===== config.mk =====
export PLATFORM = sky130hd
export DESIGN_NAME = alu_operand_loader_flat
export DESIGN_NICKNAME = d
export VERILOG_FILES = /design/src/rtl/alu_operand_loader_if.sv /design/src/rtl/alu_operand_loader.sv /design/src/flat_wrapper.sv
export SDC_FILE = /design/constraint.sdc
export NUM_CORES = 1
export LEC_CHECK = 0
export CORE_ASPECT_RATIO = 0.75
export CORE_UTILIZATION = 39
export CTS_CLUSTER_SIZE = 24
export DETAILED_ROUTE_END_ITERATION = 8
export PLACE_DENSITY = 0.73
export SKIP_CTS_REPAIR_TIMING = 1
export SLEW_MARGIN = 5
export SYNTH_ARGS = -nofsm -noshare
export SYNTH_HDL_FRONTEND = slang
export SYNTH_SLANG_ARGS = --single-unit

===== constraint.sdc =====
create_clock -name clk -period 1.7 [get_ports clk]
set_clock_uncertainty 0.2 [all_clocks]
set_input_delay 0.34 -clock clk [delete_from_list [all_inputs] [get_ports clk]]
set_output_delay 0.34 -clock clk [all_outputs]
set_load 0.01 [all_outputs]

===== src/rtl/alu_operand_loader_if.sv =====
// Bus bundle between the ALU operand loader and its surroundings.
// Holds the input word handshake, the ALU fragment drive/return
// signals, the result handshake, the completed-operation counter and a
// debug view of the loader state.
//
// Handshake rule shared by both channels: a transfer happens on a rising
// clk edge where valid && ready are both high. The producer keeps its
// payload stable while valid is high and ready is low. Neither ready nor
// valid is a combinational function of the opposite side's signal.
interface alu_operand_loader_if #(
  parameter int WIDTH = 8
);
  // input word stream (A, B, opcode)
  logic [WIDTH-1:0] in_data;
  logic             in_valid;
  logic             in_ready;

  // drive to / return from the selected ALU fragment
  logic [WIDTH-1:0] alu_a;
  logic [WIDTH-1:0] alu_b;
  logic [3:0]       alu_op;
  logic             alu_go;
  logic [WIDTH-1:0] alu_c;
  logic             alu_f;

  // result stream
  logic [WIDTH-1:0] res_c;
  logic             res_f;
  logic             res_err;
  logic             res_valid;
  logic             res_ready;

  // status
  logic [7:0]       op_cnt;
  logic [2:0]       dbg_state;

  // loader side
  modport slave (
    input  in_data, in_valid, alu_c, alu_f, res_ready,
    output in_ready, alu_a, alu_b, alu_op, alu_go,
           res_c, res_f, res_err, res_valid, op_cnt, dbg_state
  );

  // environment side (word source, fragment set, result sink)
  modport master (
    output in_data, in_valid, alu_c, alu_f, res_ready,
    input  in_ready, alu_a, alu_b, alu_op, alu_go,
           res_c, res_f, res_err, res_valid, op_cnt, dbg_state
  );
endinterface


===== src/rtl/alu_operand_loader.sv =====
// alu_operand_loader: serial front-end for the ALU fragment set.
// Collects operand A, operand B and an opcode word, drives them to the
// fragments for one EXEC cycle, captures the fragment C/F outputs and
// offers them on a result handshake, counting completed operations.
//
// Optional feature macro: DIV_ZERO_CHK_EN
//   defined   -> DIV (opcode 9) with B == 0 is intercepted: alu_go stays
//                low and the result is all-ones C, F=1, err=1.
//   undefined -> DIV by zero is passed through like any other opcode.
//
// State is exported on bus.dbg_state (S_A=0, S_B=1, S_OP=2, S_EXEC=3,
// S_OUT=4).
module alu_operand_loader #(
  parameter int WIDTH = 8
) (
  input logic               clk,
  input logic               rst_n,
  alu_operand_loader_if.slave bus
);

  localparam logic [3:0] OP_DIV      = 4'd9;
  localparam logic [3:0] OP_LAST_LEG = 4'd10;

  typedef enum logic [2:0] {
    S_A    = 3'd0,
    S_B    = 3'd1,
    S_OP   = 3'd2,
    S_EXEC = 3'd3,
    S_OUT  = 3'd4
  } state_t;

  state_t           r_state;
  state_t           w_next_state;

  logic [WIDTH-1:0] r_alu_a;
  logic [WIDTH-1:0] r_alu_b;
  logic [3:0]       r_alu_op;
  logic [WIDTH-1:0] r_res_c;
  logic             r_res_f;
  logic             r_res_err;
  logic [7:0]       r_op_cnt;

  logic             w_in_ready;
  logic             w_alu_go;
  logic             w_res_valid;
  logic             w_in_fire;
  logic             w_res_fire;
  logic             w_legal_op;
  logic             w_div_zero;
  logic             w_unused_opword;

  // Transfers on each channel.
  assign w_in_fire  = bus.in_valid  && w_in_ready;
  assign w_res_fire = bus.res_ready && w_res_valid;

  // Opcodes 0..10 select a fragment; 11..15 are rejected.
  assign w_legal_op = (r_alu_op <= OP_LAST_LEG);

`ifdef DIV_ZERO_CHK_EN
  assign w_div_zero = (r_alu_op == OP_DIV) && (r_alu_b == '0);
`else
  assign w_div_zero = 1'b0;
`endif

  // Only the low nibble of the opcode word is meaningful.
  assign w_unused_opword = ^bus.in_data[WIDTH-1:4];

  // State register.
  always_ff @(posedge clk or negedge rst_n) begin
    if (!rst_n) begin
      r_state <= S_A;
    end else begin
      r_state <= w_next_state;
    end
  end

  // Next-state decode: three input beats, one EXEC cycle, then hold in
  // S_OUT until the consumer takes the result.
  always_comb begin
    w_next_state = r_state;
    case (r_state)
      S_A:     if (bus.in_valid)  w_next_state = S_B;
      S_B:     if (bus.in_valid)  w_next_state = S_OP;
      S_OP:    if (bus.in_valid)  w_next_state = S_EXEC;
      S_EXEC:                     w_next_state = S_OUT;
      S_OUT:   if (bus.res_ready) w_next_state = S_A;
      default:                    w_next_state = S_A;
    endcase
  end

  // Output decode from the state alone (plus the div-by-zero guard on
  // alu_go, which looks at registered operands only).
  always_comb begin
    w_in_ready  = 1'b0;
    w_alu_go    = 1'b0;
    w_res_valid = 1'b0;
    case (r_state)
      S_A, S_B, S_OP: w_in_ready  = 1'b1;
      S_EXEC:         w_alu_go    = !w_div_zero;
      S_OUT:          w_res_valid = 1'b1;
      default: begin
        w_in_ready  = 1'b0;
        w_alu_go    = 1'b0;
        w_res_valid = 1'b0;
      end
    endcase
  end

  // Operand A register: loaded by the first beat of a transaction.
  always_ff @(posedge clk or negedge rst_n) begin
    if (!rst_n) begin
      r_alu_a <= '0;
    end else if (w_in_fire && (r_state == S_A)) begin
      r_alu_a <= bus.in_data;
    end
  end

  // Operand B register: loaded by the second beat.
  always_ff @(posedge clk or negedge rst_n) begin
    if (!rst_n) begin
      r_alu_b <= '0;
    end else if (w_in_fire && (r_state == S_B)) begin
      r_alu_b <= bus.in_data;
    end
  end

  // Opcode register: low nibble of the third beat.
  always_ff @(posedge clk or negedge rst_n) begin
    if (!rst_n) begin
      r_alu_op <= '0;
    end else if (w_in_fire && (r_state == S_OP)) begin
      r_alu_op <= bus.in_data[3:0];
    end
  end

  // Result capture at the end of EXEC; held unchanged through S_OUT.
  always_ff @(posedge clk or negedge rst_n) begin
    if (!rst_n) begin
      r_res_c   <= '0;
      r_res_f   <= 1'b0;
      r_res_err <= 1'b0;
    end else if (r_state == S_EXEC) begin
      if (w_div_zero) begin
        r_res_c   <= '1;
        r_res_f   <= 1'b1;
        r_res_err <= 1'b1;
      end else if (w_legal_op) begin
        r_res_c   <= bus.alu_c;
        r_res_f   <= bus.alu_f;
        r_res_err <= 1'b0;
      end else begin
        r_res_c   <= '0;
        r_res_f   <= 1'b0;
        r_res_err <= 1'b1;
      end
    end
  end

  // Completed-operation counter; wraps naturally at 8 bits and counts
  // error transactions too.
  always_ff @(posedge clk or negedge rst_n) begin
    if (!rst_n) begin
      r_op_cnt <= '0;
    end else if (w_res_fire) begin
      r_op_cnt <= r_op_cnt + 8'd1;
    end
  end

  assign bus.in_ready  = w_in_ready;
  assign bus.alu_a     = r_alu_a;
  assign bus.alu_b     = r_alu_b;
  assign bus.alu_op    = r_alu_op;
  assign bus.alu_go    = w_alu_go;
  assign bus.res_c     = r_res_c;
  assign bus.res_f     = r_res_f;
  assign bus.res_err   = r_res_err;
  assign bus.res_valid = w_res_valid;
  assign bus.op_cnt    = r_op_cnt;
  assign bus.dbg_state = r_state;

endmodule


===== src/flat_wrapper.sv =====
// flat-port wrapper written by rule: the top's interface ports become plain ports
module alu_operand_loader_flat 
#(
  parameter int WIDTH = 8
)
  (clk, rst_n, bus_in_data, bus_in_valid, bus_alu_c, bus_alu_f, bus_res_ready, bus_in_ready, bus_alu_a, bus_alu_b, bus_alu_op, bus_alu_go, bus_res_c, bus_res_f, bus_res_err, bus_res_valid, bus_op_cnt, bus_dbg_state);
  alu_operand_loader_if #(.WIDTH(WIDTH)) bus_i ();
  input logic clk;
  input logic rst_n;
  input wire logic [$bits(bus_i.in_data)-1:0] bus_in_data;
  input wire logic [$bits(bus_i.in_valid)-1:0] bus_in_valid;
  input wire logic [$bits(bus_i.alu_c)-1:0] bus_alu_c;
  input wire logic [$bits(bus_i.alu_f)-1:0] bus_alu_f;
  input wire logic [$bits(bus_i.res_ready)-1:0] bus_res_ready;
  output wire logic [$bits(bus_i.in_ready)-1:0] bus_in_ready;
  output wire logic [$bits(bus_i.alu_a)-1:0] bus_alu_a;
  output wire logic [$bits(bus_i.alu_b)-1:0] bus_alu_b;
  output wire logic [$bits(bus_i.alu_op)-1:0] bus_alu_op;
  output wire logic [$bits(bus_i.alu_go)-1:0] bus_alu_go;
  output wire logic [$bits(bus_i.res_c)-1:0] bus_res_c;
  output wire logic [$bits(bus_i.res_f)-1:0] bus_res_f;
  output wire logic [$bits(bus_i.res_err)-1:0] bus_res_err;
  output wire logic [$bits(bus_i.res_valid)-1:0] bus_res_valid;
  output wire logic [$bits(bus_i.op_cnt)-1:0] bus_op_cnt;
  output wire logic [$bits(bus_i.dbg_state)-1:0] bus_dbg_state;
  assign bus_i.in_data = bus_in_data;
  assign bus_i.in_valid = bus_in_valid;
  assign bus_i.alu_c = bus_alu_c;
  assign bus_i.alu_f = bus_alu_f;
  assign bus_i.res_ready = bus_res_ready;
  assign bus_in_ready = bus_i.in_ready;
  assign bus_alu_a = bus_i.alu_a;
  assign bus_alu_b = bus_i.alu_b;
  assign bus_alu_op = bus_i.alu_op;
  assign bus_alu_go = bus_i.alu_go;
  assign bus_res_c = bus_i.res_c;
  assign bus_res_f = bus_i.res_f;
  assign bus_res_err = bus_i.res_err;
  assign bus_res_valid = bus_i.res_valid;
  assign bus_op_cnt = bus_i.op_cnt;
  assign bus_dbg_state = bus_i.dbg_state;
  alu_operand_loader #(.WIDTH(WIDTH)) u_core (.clk(clk), .rst_n(rst_n), .bus(bus_i));
endmodule

==> impl_table.tex <==
\begin{tabular}{lr}
\hline
Metric & Value \\
\hline
\multicolumn{2}{l}{\textbf{Status}} \\
\quad Status & finished with violations \\
\quad Violated checks & negative setup slack \\
\multicolumn{2}{l}{\textbf{Setup path}} \\
\quad Slowest stage delay, CP & 410 ps \\
\quad Critical Path Sink Type & output pin \\
\quad Startpoint of the lowest-slack register-to-register path & u\_core.bus.dbg\_state[2] \\
\quad Largest driver fanout on the critical path & 3 \\
\quad Critical Path AT & 1260 ps \\
\quad Type of the worst setup path & reg -> out \\
\quad Cells along the critical path & buf\_4 > nor3b\_2 > clkbuf\_2 \\
\quad Required time at the worst-slack endpoint & 1160 ps \\
\quad Critical Path Start Type & flop \\
\quad Crit-path slowest cell & sky130\_fd\_sc\_hd\_\_dfrtp\_1 \\
\quad Critical path launch point & u\_core.bus.dbg\_state[0] \\
\multicolumn{2}{l}{\textbf{Finish}} \\
\quad Layout cells sized above 1 & 0.305 \\
\quad Leading cell types in the layout, fill and taps excluded & 40 x sky130\_fd\_sc\_hd\_\_dlymetal6s2s\_1, 40 x sky130\_fd\_sc\_hd\_\_dfrtp\_1, 24 x sky130\_fd\_sc\_hd\_\_nand2\_1 \\
\quad Synth-to-Final Area Change & 69.8\% \\
\quad Final layout net count & 248 \\
\quad Number of fillers in the final layout & 296 \\
\quad Final standard cell area without fillers & 2930 µm² \\
\quad Antenna fix cells & 0 \\
\multicolumn{2}{l}{\textbf{STA}} \\
\quad Max-Slew Margin vs Limit & 0.653 \\
\quad Worst Max-Slew Pin Slew & 519 ps \\
\quad Number of slew-limit violations in the final report & 0 \\
\quad Setup violation total in the final timing report & 9 \\
\quad Final critical-path setup slack & -102 ps \\
\quad Number of hold violations in the final report & 0 \\
\quad RSZ-0062 raised after global routing & true \\
\quad Highest Clock Rate & 555 MHz \\
\quad Final period util & 1.06 \\
\quad Post-layout min period & 1800 ps \\
\quad Sum of negative setup slack & -224 ps \\
\quad Hold WS & 270 ps \\
\multicolumn{2}{l}{\textbf{Synthesis}} \\
\quad Avg Cell Area, Syn & 12.8 µm² \\
\quad Largest area contributor in the netlist & sky130\_fd\_sc\_hd\_\_dfrtp\_1 \\
\quad Cells taking the most area after synthesis & sky130\_fd\_sc\_hd\_\_dfrtp\_1 60\%, sky130\_fd\_sc\_hd\_\_mux2\_2 14\%, sky130\_fd\_sc\_hd\_\_nand2\_1 5.2\%, sky130\_fd\_sc\_hd\_\_o21ai\_0 2.6\%, sky130\_fd\_sc\_hd\_\_xor2\_1 2.0\% \\
\quad Yosys synthesis warning count & 0 \\
\quad Synthesized Nets & 157 \\
\quad Sequential cell area fraction in the yosys report & 0.595 \\
\quad Async SR Flop Fraction & 1.00 \\
\quad Gate count of the mapped netlist & 135 \\
\quad Cell Area, Synth & 1720 µm² \\
\quad Number of unique standard cell types used by synthesis & 30 \\
\quad Area share of the leading cell type in the synthesized netlist & 0.595 \\
\quad Primary FF master, synth & sky130\_fd\_sc\_hd\_\_dfrtp\_1 \\
\quad Synthesized flop and latch total & 41 \\
\quad Count of flip-flops with a built-in enable after synthesis & 0 \\
\multicolumn{2}{l}{\textbf{Clock network}} \\
\quad Number of levels the H-tree was split into & 2 \\
\quad Later-pin clock latency in the skew report & 280 ps \\
\quad TritonCTS buffer count & 5 \\
\quad Cell at the root of the clock tree & sky130\_fd\_sc\_hd\_\_clkbuf\_8 \\
\quad TritonCTS clock tree & yes \\
\quad Register clock-pin slew on the reported worst setup and hold paths & 70 ps \\
\quad Maximum buffer depth of the clock tree & 2 \\
\quad Clock net sink count & 41 \\
\multicolumn{2}{l}{\textbf{Drt}} \\
\quad Residual antenna-violating net count after detailed routing & 0 \\
\quad Number of DRC violations after detailed routing & 0 \\
\quad Detailed-routing iteration count for the pre-antenna-repair pass & 4 \\
\quad Mean routed wirelength per cell & 15.1 µm \\
\quad Vias & 1351 \\
\quad Iter 0 DRT Violations & 54 \\
\quad Routed vias/inst & 4.81 \\
\quad Drt total wl & 4.24 mm \\
\multicolumn{2}{l}{\textbf{Floorplanning}} \\
\quad Number of core rows & 20 \\
\quad Num ports & 65 \\
\quad Effective utilization at floorplan & 0.415 \\
\quad Y dimension of the die & 59.6 µm \\
\quad Die area & 4690 µm² \\
\quad Core Box Area & 4150 µm² \\
\quad Overall die width & 78.8 µm \\
\multicolumn{2}{l}{\textbf{GRT}} \\
\quad Number of global-route vias before repair & 1359 \\
\quad Maximum number of pins on one net before global-route repair & 24 \\
\quad Global-route usage over all layers & 0.183 \\
\quad Initial antenna violation count & 0 \\
\quad Wire length of the first global-routing pass & 6.35 mm \\
\quad Residual overflow from global routing & 0 \\
\multicolumn{2}{l}{\textbf{Worst hold path}} \\
\quad HP Class & reg -> reg \\
\quad Hold\_sp & u\_core.bus.op\_cnt[7] \\
\multicolumn{2}{l}{\textbf{Placement}} \\
\quad Final HPWL DP & 2.91 mm \\
\quad Placer's final routability congestion estimate & 0.770 \\
\quad Port Buf Inserts & 64 \\
\quad Post-placement cell area & 2540 µm² \\
\multicolumn{2}{l}{\textbf{Power and ir drop}} \\
\quad Pwr Total & 4.84 mW \\
\quad Leakage Power & 1.78 nW \\
\quad Ratio of total power to cell area & 1650 nW/µm² \\
\quad Maximum vdd drop & 1.05 mV \\
\multicolumn{2}{l}{\textbf{Job}} \\
\quad Max-capacitance violation count & 0 \\
\hline
\end{tabular}
## registers in the layout (all words and copies together), names as in the netlist
register and cells:
u_core.bus.alu_a 8, u_core.bus.alu_b 8, u_core.bus.alu_op 4, u_core.bus.dbg_state 3, u_core.bus.op_cnt 8, u_core.bus.res_c 8, u_core.bus.res_err 1, u_core.bus.res_f 1
## synth_stat cells (2+ instances only)
master,n
sky130_fd_sc_hd__dfrtp_1,41
sky130_fd_sc_hd__inv_1,2
sky130_fd_sc_hd__nand3_1,2
sky130_fd_sc_hd__xor2_1,4
sky130_fd_sc_hd__nor3_1,2
sky130_fd_sc_hd__a21oi_1,3
sky130_fd_sc_hd__o21ai_0,9
sky130_fd_sc_hd__nand2_1,24
sky130_fd_sc_hd__mux2_2,21
sky130_fd_sc_hd__buf_6,2
sky130_fd_sc_hd__xnor2_1,3
sky130_fd_sc_hd__nor2_1,4
## metal layers
metal  track usage  vias up  share of wire  wire (µm)
met5             0        -              0          0
met4        0.0397        0              0          0
met3        0.0815        0          0.077        327
met2         0.293       55           0.47       1990
met1         0.231      659           0.45       1920
li1              -      637              -          -
## cell type report
type	instances	area (µm²)	area share
multi-input cells	87	772	0.264
repair buffers	89	966	0.330
inverters	2	7.51	0.00256
clock buffers	7	86.3	0.0295
flip-flops and latches	41	1030	0.351
well taps	55	68.8	0.0235
## worst paths after layout
path / end / slack, ps / depth (start not counted)
max: bus_res_valid / -100 / 3
min: u_core.bus.op_cnt[7] / 270 / 1
max reg2reg: u_core.bus.alu_b[0] / -20 / 5
min reg2reg: u_core.bus.op_cnt[7] / 270 / 1
max in group asynchronous: u_core.bus.alu_b[3] / 410 / 3
min in group asynchronous: u_core.bus.op_cnt[2] / 350 / 2
## cells by family after synthesis
logic type / Yosys count / synth area share
AND/OR/NAND/NOR: 44 / 0.153
flip-flops: 41 / 0.595
multiplexers: 22 / 0.143
AO/OA/AOI/OAI: 13 / 0.0392
XOR/XNOR: 7 / 0.0356
buffers and inverters: 7 / 0.0268
adder cells (fa/ha/maj): 1 / 0.00726
## worst max-delay path, delay by kind of cell (launching register included)
family	cells	cell delay (ps)
and+or+nand+nor	1	240
DFF	1	410
buffers and inverters	2	320
## where the power goes
group          total, mW  leakage, nW  switching [mW]  internal [mW]
clock network      0.621       0.0443           0.299          0.322
logic               2.54         1.23            1.00           1.54
registers           1.67        0.508           0.276           1.40
## per-stage QoR
step	std cells	setup WS [ps]	utilization
floorplan	135	38.4	-
detailed placement	266	-288	0.612
global placement	266	-272	0.612
finish	281	-102	0.705
global route	281	-173	0.705
CTS	273	-487	0.633
(Power assumes the default switching activity.)
